**src/rtl/id_ex_alu_issue.sv**
```systemverilog
// rtl/id_ex_alu_issue.sv - ID/EX pipeline register with ALU control decode and illegal-instruction tracking
// One-cycle issue stage: flush > stall > load, rejected instructions become bubbles and are counted.
module id_ex_alu_issue (
  input  logic        clk,
  input  logic        reset_n,
  input  logic        in_valid,
  input  logic [5:0]  opcode,
  input  logic [5:0]  funct,
  input  logic [31:0] rs_data,
  input  logic [31:0] rt_data,
  input  logic [15:0] imm16,
  input  logic        stall,
  input  logic        flush,
  output logic        in_ready,
  output logic [31:0] ex_A,
  output logic [31:0] ex_B,
  output logic [2:0]  ex_ctrl,
  output logic        ex_valid,
  output logic        ex_reg_write,
  output logic        ex_mem_read,
  output logic        ex_mem_write,
  output logic        illegal,
  output logic [7:0]  illegal_cnt
);

  localparam logic [5:0] OP_RTYPE = 6'h00;
  localparam logic [5:0] OP_SPEC2 = 6'h1C;
  localparam logic [5:0] OP_ADDI  = 6'h08;
  localparam logic [5:0] OP_LW    = 6'h23;
  localparam logic [5:0] OP_SW    = 6'h2B;
  localparam logic [5:0] OP_BEQ   = 6'h04;

  localparam logic [5:0] FN_ADD  = 6'h20;
  localparam logic [5:0] FN_SUB  = 6'h22;
  localparam logic [5:0] FN_OR   = 6'h25;
  localparam logic [5:0] FN_XOR  = 6'h26;
  localparam logic [5:0] FN_SLLV = 6'h04;
  localparam logic [5:0] FN_MUL  = 6'h02;

  localparam logic [2:0] ALU_ADD  = 3'b000;
  localparam logic [2:0] ALU_XOR  = 3'b001;
  localparam logic [2:0] ALU_SLL  = 3'b010;
  localparam logic [2:0] ALU_MUL  = 3'b011;
  localparam logic [2:0] ALU_OR   = 3'b100;
  localparam logic [2:0] ALU_SUB  = 3'b111;

  logic        dec_ok;
  logic [31:0] dec_a;
  logic [31:0] dec_b;
  logic [2:0]  dec_ctrl;
  logic        dec_rw;
  logic        dec_mr;
  logic        dec_mw;
  logic [31:0] imm_sx;

  assign in_ready = !stall;
  assign imm_sx   = {{16{imm16[15]}}, imm16};

  always_comb begin
    dec_ok   = 1'b0;
    dec_a    = rs_data;
    dec_b    = rt_data;
    dec_ctrl = ALU_ADD;
    dec_rw   = 1'b0;
    dec_mr   = 1'b0;
    dec_mw   = 1'b0;
    case (opcode)
      OP_RTYPE: begin
        dec_rw = 1'b1;
        case (funct)
          FN_ADD:  begin dec_ok = 1'b1; dec_ctrl = ALU_ADD; end
          FN_SUB:  begin dec_ok = 1'b1; dec_ctrl = ALU_SUB; end
          FN_OR:   begin dec_ok = 1'b1; dec_ctrl = ALU_OR;  end
          FN_XOR:  begin dec_ok = 1'b1; dec_ctrl = ALU_XOR; end
          FN_SLLV: begin
            // shift amount comes from rs, value being shifted from rt
            dec_ok   = 1'b1;
            dec_ctrl = ALU_SLL;
            dec_a    = rt_data;
            dec_b    = rs_data;
          end
          default: dec_ok = 1'b0;
        endcase
      end
      OP_SPEC2: begin
        dec_ok   = (funct == FN_MUL);
        dec_ctrl = ALU_MUL;
        dec_rw   = 1'b1;
      end
      OP_ADDI: begin
        dec_ok = 1'b1;
        dec_b  = imm_sx;
        dec_rw = 1'b1;
      end
      OP_LW: begin
        dec_ok = 1'b1;
        dec_b  = imm_sx;
        dec_rw = 1'b1;
        dec_mr = 1'b1;
      end
      OP_SW: begin
        dec_ok = 1'b1;
        dec_b  = imm_sx;
        dec_mw = 1'b1;
      end
      OP_BEQ: begin
        dec_ok   = 1'b1;
        dec_ctrl = ALU_SUB;
      end
      default: dec_ok = 1'b0;
    endcase
  end

  always_ff @(posedge clk or negedge reset_n) begin
    if (!reset_n) begin
      ex_A         <= 32'd0;
      ex_B         <= 32'd0;
      ex_ctrl      <= 3'd0;
      ex_valid     <= 1'b0;
      ex_reg_write <= 1'b0;
      ex_mem_read  <= 1'b0;
      ex_mem_write <= 1'b0;
      illegal      <= 1'b0;
      illegal_cnt  <= 8'd0;
    end else if (flush) begin
      ex_A         <= 32'd0;
      ex_B         <= 32'd0;
      ex_ctrl      <= 3'd0;
      ex_valid     <= 1'b0;
      ex_reg_write <= 1'b0;
      ex_mem_read  <= 1'b0;
      ex_mem_write <= 1'b0;
      illegal      <= 1'b0;
    end else if (stall) begin
      // payload holds; the illegal pulse must still drop after one cycle
      illegal <= 1'b0;
    end else if (in_valid && dec_ok) begin
      ex_A         <= dec_a;
      ex_B         <= dec_b;
      ex_ctrl      <= dec_ctrl;
      ex_valid     <= 1'b1;
      ex_reg_write <= dec_rw;
      ex_mem_read  <= dec_mr;
      ex_mem_write <= dec_mw;
      illegal      <= 1'b0;
    end else begin
      ex_A         <= 32'd0;
      ex_B         <= 32'd0;
      ex_ctrl      <= 3'd0;
      ex_valid     <= 1'b0;
      ex_reg_write <= 1'b0;
      ex_mem_read  <= 1'b0;
      ex_mem_write <= 1'b0;
      illegal      <= in_valid;
      if (in_valid && (illegal_cnt != 8'hFF)) begin
        illegal_cnt <= illegal_cnt + 8'd1;
      end
    end
  end

endmodule

```
**config.mk**
```make
export PLATFORM = sky130hd
export DESIGN_NAME = id_ex_alu_issue
export DESIGN_NICKNAME = d
export VERILOG_FILES = /design/src/rtl/id_ex_alu_issue.sv
export SDC_FILE = /design/constraint.sdc
export NUM_CORES = 1
export LEC_CHECK = 0
export ABC_AREA = 1
export CAP_MARGIN = 20
export CORE_MARGIN = 2
export CORE_UTILIZATION = 48
export DETAILED_ROUTE_END_ITERATION = 8
export GPL_TIMING_DRIVEN = 0
export PLACE_DENSITY = 0.84
export SLEW_MARGIN = 20
export SYNTH_ARGS = -nofsm -noshare
export SYNTH_HDL_FRONTEND = slang
export SYNTH_SLANG_ARGS = --single-unit
export TNS_END_PERCENT = 50
```
**constraint.sdc**
```tcl
create_clock -name clk -period 2.8 [get_ports clk]
set_input_delay 0.56 -clock clk [delete_from_list [all_inputs] [get_ports clk]]
set_output_delay 0.56 -clock clk [all_outputs]
set_load 0.005 [all_outputs]
```
==> metrics.txt, run 1 <==
vias in the first global route=5198; hpwl dp=11200 um; post-synth top area share=0.435; Lkg Pwr=3.46 nW; crit path kind=input pin to register; maxcap violations=0; share of power burned in registers=0.498; Comb power frac=0.190; FF+latch count, synth=80; Pwr Density=365 nW/um^2; ys flop type=dfrtp_1; Non-Filler Instances=1023; total CTS buffers=9; Mapped Nets=798; TNS Setup=0 ps; Initial Util=0.495; Die Y=102 um; Slew headroom=0.492; Yosys cell types=28; Via Count=5283; vias per cell=5.16; Synth area leader=dfrtp_1; reg-to-reg endpoint=illegal_cnt[6]; clk sinks=80; CTS tree=built; Seq/Total Area, Yosys=0.435; # hold bufs at CTS=0; power share of the clock group=0.312; clock skew=2.42 ps; Cell Int Power=0.00175 W; Critical Path AT=2620 ps; Area contributors post-synth=dfrtp_1, nand2_1, nor2_1; post_cts resized=0; post-layout util=0.724; # rows=35; switching share of power=0.285; first-pass iteration count of the detailed router=5; Total Power=0.00245 W; CP Launch Type=input pin; Post-Place Cells=1007; Data required, critical path=3090 ps; Routed WL=15100 um; Max Transition Viols Final=0; first-pass GRT wire length=24500 um; clock tree buffer depth=2; Final Setup Violations=0; Core Area=9280 um^2; Die X=102 um; clock tree root driver cell=clkbuf_8; most common cell after layout, fill and taps aside=nand2_1; WHS=176 ps; share of flip-flops with an asynchronous set or reset=1.00; Setup crit start=funct[5]; largest net degree at the start of global routing=46; Syn Inst Count=700; num ports=178; Clock transition at path regs=90 ps; post-CTS setup buffer count=0; Net Switching=0.000699 W; Clk Latency, worst-skew pair=340 ps; FF-to-FF setup slack=930 ps; nets@finish=987; Post-synth EDFFs=0; GRT overflow=0; Worst Max-Slew Pin Slew=759 ps; Residual DRC=0; Die ar.=10400 um^2; GRT Total Usage=0.299; CP Capture Type=register; status=finished clean; routability cong.=0.918; number of diodes=0; Port Buf Inserts=177; initial antenna violation count=0; H-tree depth=3; Yosys warnings=0; layout cell share with drive strength beyond 1=0.0626; Worst VDD drop=0.412 mV; worst reg2reg path depth=7; Tightest Hold Check Type=input pin to asynchronous set/reset pin; Initial DRC Count=338; commonest non-fill, non-tap cells in the layout=nand2_1, clkdlybuf4s50_1, nor2_1; fmax=429 MHz; Tcrit/Tclk final=0.832; routed length per instance=14.8 um; area growth from synthesis to layout=46.2%; minimum clock period=2330 ps; FF-to-FF Start=illegal_cnt[0]; Final Hold Viols=0; Mapped Area=4600 um^2; synthesized area per cell=6.57 um^2; RSZ-0062 raised after global routing=false; crit path max fanout=10; ANT nets after route=0
## state kept, by name, indices dropped and copies added, names as in the netlist
| register | flops |
|---|---|
| illegal_cnt | 8 |
| ex_mem_write | 1 |
| illegal | 1 |
| ex_reg_write | 1 |
| ex_mem_read | 1 |
| ex_A | 32 |
| ex_valid | 1 |
| ex_ctrl | 3 |
| ex_B | 32 |
## critical path, stage by stage
cell and delay [ps]:
clkdlybuf4s50_1 510, nor2_1 80, nand3_1 120, buf_2 260, inv_2 150, o21ai_2 310
buf_2 320, nand2_1 100, nand3_1 90, nand2_1 60, nand2_1 60
## metrics by stage
stage          cell area (um^2)  worst slack [ps]
6_report                   6720               471
5_1_grt                    6720               358
4_1_cts                    6720               489
3_5_place_dp               6560               131
3_3_place_gp               6530             -1680
2_1_floorplan              4600              1150
## power groups by stage
stage               Sequential, W  Combinational (W)  Clock (W)
finish                    0.00122           0.000464   0.000765
global route              0.00123           0.000511   0.000827
CTS                       0.00122           0.000463   0.000772
detailed placement        0.00124           0.000459          0
global placement          0.00124           0.000442          0
floorplan                 0.00124           0.000166          0
## routing by layer
metal / global-route usage / vias to the layer above / share of wire
li1: - / 2526 / -
met2: 0.488 / 270 / 0.47
met4: 0.120 / 0 / 0.025
met3: 0.0588 / 33 / 0.083
met5: 0 / - / 0
met1: 0.395 / 2454 / 0.42
## synthesized netlist by cell type (2+ instances only)
cell type  instances
o21ai_0           21
nand4_1            8
nor2_2             4
inv_2              3
nand2_1          376
nand3b_1           2
xor2_1             4
clkbuf_1          11
buf_2             14
nand3_2            3
o21ai_1            2
dfrtp_1           80
nand2_2            4
nor2_1           102
buf_4              4
xnor2_1            2
nand3_1           30
inv_1             19
nor2_4             2
## kinds of logic after synthesis
family	count (synthesis)	synth area share
AO/OA/AOI/OAI	27	0.0343
flip-flops	80	0.435
AND/OR/NAND/NOR	532	0.463
XOR/XNOR	6	0.0114
buffers and inverters	54	0.0531
adder cells (fa/ha/maj)	1	0.00272
## worst max-delay path by stage
stage                      to  slack [ps]  depth (start not counted)
6_report              ex_B[2]         470                         11
5_1_grt               ex_B[2]         360                         11
4_1_cts               ex_B[2]         490                         11
3_5_place_dp          ex_B[2]         130                         11
3_3_place_gp   illegal_cnt[3]       -1680                          1
2_1_floorplan        ex_A[22]        1150                         10
## area by class of cell
cell class                 instances  area [um^2]
fill                             777         2560
multi-input combinational        566         2350
sequential                        80         2000
timing repair buffer             178         1800
tap                              129          161
buffer                            30          153
clock buffer                      11          131
inverter                          24         91.3
clock inverter                     5         33.8
No activity file was read; power rests on OpenSTA's default activity.
==> inputs of run 2 (changes only) <==
--- a/config.mk
+++ b/config.mk
@@ -8,10 +8,10 @@
 export ABC_AREA = 1
 export CAP_MARGIN = 20
 export CORE_MARGIN = 2
-export CORE_UTILIZATION = 48
+export CORE_UTILIZATION = 45
 export DETAILED_ROUTE_END_ITERATION = 8
 export GPL_TIMING_DRIVEN = 0
-export PLACE_DENSITY = 0.84
+export PLACE_DENSITY = 0.79
 export SLEW_MARGIN = 20
 export SYNTH_ARGS = -nofsm -noshare
 export SYNTH_HDL_FRONTEND = slang
==> constraint.sdc (replaced) <==
create_clock -name clk -period 2.3 [get_ports clk]
set_input_delay 0.46 -clock clk [delete_from_list [all_inputs] [get_ports clk]]
set_output_delay 0.46 -clock clk [all_outputs]
set_load 0.005 [all_outputs]
==> metrics.txt, run 2 (synthesis gave the netlist of run 1 again) <==
Cell Int Power=0.00249 W (+42%); clock skew=5.77 ps (+3.36 ps); clk sinks=80 (unchanged); initial antenna violation count=0 (unchanged); hpwl dp=11000 um (-2.0%); post-layout util=0.690 (-0.0337); # rows=36 (+2.9%); Slew headroom=0.454 (-0.0379); crit path max fanout=10 (unchanged); Comb power frac=0.168 (-0.022); minimum clock period=2200 ps; ANT nets after route=0 (unchanged); RSZ-0062 raised after global routing=true; Clock transition at path regs=90 ps (about the same); H-tree depth=3 (unchanged); Critical Path AT=2500 ps (-120 ps); Die X=105 um (+3.2%); clock tree root driver cell=clkbuf_8; area growth from synthesis to layout=48.1%; Initial Util=0.466 (-0.0291); Final Hold Viols=0 (unchanged); TNS Setup=0 ps (unchanged); share of power burned in registers=0.445 (-0.053); Clk Latency, worst-skew pair=360 ps (+20 ps); GRT overflow=0 (unchanged); Non-Filler Instances=1027 (+0.39%); Post-Place Cells=1011 (+0.40%); top flop regs=ex_A (32), ex_B (32), illegal_cnt (8); clock tree buffer depth=2 (unchanged); Max Transition Viols Final=0 (unchanged); layout cell share with drive strength beyond 1=0.0638 (+0.00112); Lkg Pwr=3.50 nW (+1.3%); Final Setup Violations=0 (unchanged); Die ar.=11000 um^2 (+6.4%); Core Area=9860 um^2 (+6.3%); GRT Total Usage=0.280 (-0.0195); Data required, critical path=2600 ps (-490 ps); Total Power=0.00333 W (+36%); Port Buf Inserts=177 (unchanged); crit path kind=input pin to register; fmax=454 MHz; Worst VDD drop=0.412 mV (+0.20%); total CTS buffers=9 (unchanged); worst reg2reg path depth=7 (unchanged); Tcrit/Tclk final=0.957; Via Count=5182 (-1.9%); num ports=178 (unchanged); most common cell after layout, fill and taps aside=nand2_1; FF-to-FF setup slack=470 ps (-460 ps); power share of the clock group=0.387 (+0.075); vias per cell=5.05 (-2.3%); routed length per instance=14.6 um (-1.0%); CP Launch Type=input pin; Worst Max-Slew Pin Slew=816 ps (+56.7 ps); vias in the first global route=5032 (-3.2%); number of diodes=0 (unchanged); Net Switching=0.000841 W (+20%); Initial DRC Count=335 (-0.89%); commonest non-fill, non-tap cells in the layout=nand2_1, clkdlybuf4s50_1, nor2_1; switching share of power=0.252 (-0.0331); maxcap violations=0 (unchanged); Residual DRC=0 (unchanged); reg-to-reg endpoint=illegal_cnt[1]; Die Y=105 um (+3.2%); FF-to-FF Start=illegal_cnt[0]; largest net degree at the start of global routing=54 (+17%); # hold bufs at CTS=0 (unchanged); Routed WL=15000 um (-0.61%); first-pass iteration count of the detailed router=6 (+1); routability cong.=0.908 (-1.1%); nets@finish=987 (unchanged); Pwr Density=490 nW/um^2 (+34%); first-pass GRT wire length=24700 um (+0.79%); placed cell area=6560 um^2 (about the same); CTS tree=built; Tightest Hold Check Type=input pin to asynchronous set/reset pin; status=finished clean; CP Capture Type=register; Finished Cell Area=6810 um^2 (+1.3%)
==> run 2: layout make-up <==
type	instances	area, um^2
Tap cell	133	166
Clock inverter	5	104
Timing Repair Buffer	178	1800
Clock buffer	11	141
Buffer	30	155
Fill cell	829	3060
Inverter	24	91.3
Sequential cell	80	2000
Multi-Input combinational cell	566	2350
==> run 2: worst max-delay path by stage <==
stage | slack [ps] | start | endpoint
final | 100 | funct[0] | ex_B[9]
after global routing | -50 | funct[4] | ex_B[9]
after CTS | 100 | funct[0] | ex_B[9]
after detailed placement | -290 | funct[0] | ex_B[9]
after global placement | -2150 | reset_n | illegal_cnt[4]
after floorplan | 740 | illegal_cnt[0] | illegal_cnt[0]
==> run 2: timing repair <==
action                                  4_1_cts  5_1_grt
setup buffers                                 0        0
endpoints found under the setup margin        0       11
gates resized for setup                       0        1
==> run 2: worst max-delay path, stage by stage <==
cell	delay (ps)
clkdlybuf4s50_1	530
nor2_1	60
nand3_1	120
buf_2	280
inv_2	160
o21ai_2	310
clkbuf_4	300
nand2_1	80
nand3_1	80
nand2_1	60
nand2_1	60
==> run 2: layer usage <==
| metal | wire length (um) | share of wire | vias to the layer above | global-route usage |
|---|---|---|---|---|
| li1 | - | - | 2524 | - |
| met3 | 999 | 0.066 | 19 | 0.0368 |
| met4 | 289 | 0.019 | 0 | 0.106 |
| met5 | 0 | 0 | - | 0 |
| met2 | 7240 | 0.48 | 219 | 0.468 |
| met1 | 6510 | 0.43 | 2420 | 0.370 |
==> run 2: through the flow <==
| step | worst slack, ps | hold WS (ps) |
|---|---|---|
| 2_1_floorplan | 740 | 164 |
| 3_3_place_gp | -2150 | 463 |
| 3_5_place_dp | -285 | 407 |
| 4_1_cts | 100 | 15.3 |
| 5_1_grt | -45.4 | 23.5 |
| 6_report | 98.7 | 12.3 |
==> run 2: power by group through the flow <==
| stage | clock network, W | logic (W) | registers [W] |
|---|---|---|---|
| 6_report | 0.00129 | 0.000561 | 0.00148 |
| 3_3_place_gp | 0 | 0.000536 | 0.00151 |
| 4_1_cts | 0.00131 | 0.000561 | 0.00148 |
| 2_1_floorplan | 0 | 0.000202 | 0.00151 |
| 3_5_place_dp | 0 | 0.000558 | 0.00151 |
| 5_1_grt | 0.00137 | 0.000620 | 0.00149 |
==> inputs of run 3 (changes only) <==
--- a/config.mk
+++ b/config.mk
@@ -7,7 +7,6 @@
 export LEC_CHECK = 0
 export ABC_AREA = 1
 export CAP_MARGIN = 20
-export CORE_MARGIN = 2
 export CORE_UTILIZATION = 45
 export DETAILED_ROUTE_END_ITERATION = 8
 export GPL_TIMING_DRIVEN = 0
==> metrics.txt, run 3 (synthesis gave the netlist of run 1 again) <==
ANT nets after route=0 (unchanged); Clk Latency, worst-skew pair=350 ps (about the same); area growth from synthesis to layout=46.2%; CP Launch Type=input pin; minimum clock period=2200 ps (-5.72 ps); Final Setup Violations=0 (unchanged); Residual DRC=0 (unchanged); Pwr Density=439 nW/um^2 (-10%); Die Y=103 um (-1.9%); RSZ-0062 raised after global routing=true; hpwl dp=11300 um (+2.6%); Port Buf Inserts=177 (unchanged); # rows=36 (unchanged); Fillers=897 (+8.2%); GRT Total Usage=0.298 (+0.0180); crit path kind=input pin to register; GRT met3 Usage=0.0563 (+0.0195); Core Area=9820 um^2 (-0.46%); Lkg Pwr=3.46 nW (-1.3%); Via Count=5196 (+0.27%); first-pass iteration count of the detailed router=5 (-1); maxcap violations=0 (unchanged); GRT overflow=0 (unchanged); FF-to-FF setup slack=470 ps (about the same); layout cell share with drive strength beyond 1=0.0638 (unchanged); top flop regs=ex_A (32), ex_B (32), illegal_cnt (8); Clock transition at path regs=90 ps (about the same); # hold bufs at CTS=0 (unchanged); Reg area=2000 um^2 (unchanged); Critical Path AT=2480 ps (-20 ps); post-layout util=0.685 (-0.00563); routed length per instance=14.7 um (+0.53%); Data required, critical path=2590 ps (about the same); Tightest Hold Check Type=input pin to asynchronous set/reset pin; CP Capture Type=register; TNS Setup=0 ps (unchanged); largest net degree at the start of global routing=43 (-20%); Max Transition Viols Final=0 (unchanged); WHS=63.2 ps (+50.9 ps); first-pass GRT wire length=24200 um (-1.7%); Initial DRC Count=224 (-33%); Routed WL=15100 um (+0.63%); num ports=178 (unchanged); clock tree root driver cell=clkbuf_8; GR Util met2=0.507 (+0.0382); CTS tree=built; Die X=103 um (-1.9%); routability cong.=0.898 (-1.1%); Non-Filler Instances=1028 (+0.097%); total CTS buffers=9 (unchanged); status=finished clean; Slew headroom=0.406 (-0.0478); Die ar.=10600 um^2 (-3.8%); most common cell after layout, fill and taps aside=nand2_1; initial antenna violation count=0 (unchanged); clk sinks=80 (unchanged); nets@finish=987 (unchanged); Top Usage Layer GRT=met2; Multi-input gate area=2350 um^2 (unchanged); Total Power=0.00295 W (-11%); fmax=455 MHz (+0.26%); Post-Place Cells=1011 (unchanged); crit path max fanout=10 (unchanged); Tcrit/Tclk final=0.955 (-0.00248); Final Hold Viols=0 (unchanged); clock skew=8.70 ps (+2.92 ps); H-tree depth=3 (unchanged); Worst Max-Slew Pin Slew=887 ps (+71.5 ps); clock tree buffer depth=2 (unchanged); Initial Util=0.468 (+0.00214); Worst VDD drop=0.447 mV (+8.4%); vias per cell=5.05 (+0.17%); vias in the first global route=5197 (+3.3%); GRT met1 Usage=0.361 (-0.00917); commonest non-fill, non-tap cells in the layout=nand2_1, clkdlybuf4s50_1, nor2_1
==> run 3: cell types whose count changed in the layout (fill, tap and decap cells not counted) <==
| cell | delta |
|---|---|
| clkbuf_8 | -1 |
| buf_12 | +1 |
| buf_2 | +1 |
| bufinv_16 | -3 |
| clkinvlp_4 | +2 |
| clkbuf_2 | +1 |
| clkbuf_4 | -1 |
| clkinv_2 | +1 |
| diode_2 | +1 |
| buf_16 | -1 |
==> run 3: layout make-up <==
type | instances | share of cell area
multi-input cells | 566 | 0.350
flip-flops and latches | 80 | 0.298
repair buffers | 178 | 0.266
well taps | 133 | 0.0248
plain buffers | 30 | 0.0229
clock buffers | 11 | 0.0195
inverters | 24 | 0.0136
clock inverters | 5 | 0.00503
diodes | 1 | 0.000372
==> run 3: path summary, 6_finish.rpt <==
check,from,depth (start not counted),endpoint
max,funct[4],11,ex_B[9]
min,reset_n,1,ex_A[20]
max reg2reg,illegal_cnt[0],7,illegal_cnt[2]
min reg2reg,ex_A[9],2,ex_A[9]
max in group asynchronous,reset_n,2,ex_A[1]
min in group clk,ex_A[9],2,ex_A[9]
==> run 3: metrics by stage <==
stage          setup WS [ps]  cell area [um^2]
5_1_grt                -33.6              6720
2_1_floorplan            740              4600
4_1_cts                  106              6720
3_5_place_dp            -260              6550
3_3_place_gp           -2110              6540
6_report                 104              6720
==> run 3: timing repair <==
item,4_1_cts,5_1_grt
buffers inserted,0,0
setup endpoints to repair,0,4
resized for setup,0,2
==> run 3: worst max-delay path, stage by stage <==
cell and delay, ps:
clkdlybuf4s50_1 520, nor2_1 80, nand3_1 100, buf_2 260, inv_2 160, o21ai_2 290, buf_2 310, nand2_1 90
nand3_1 80, nand2_1 70, nand2_1 80
==> run 3: layer usage <==
layer / routed length, um / vias to the layer above
met1: 6140 / 2403
met2: 7390 / 228
li1: - / 2527
met4: 529 / 0
met3: 1060 / 38
met5: 0 / -
==> run 3: power by group <==
part	internal [W]	leakage (nW)	switching, W
registers	0.00144	1.11	0.0000416
logic	0.000297	2.27	0.000261
clock network	0.000391	0.0793	0.000520
total	0.00213	3.46	0.000823
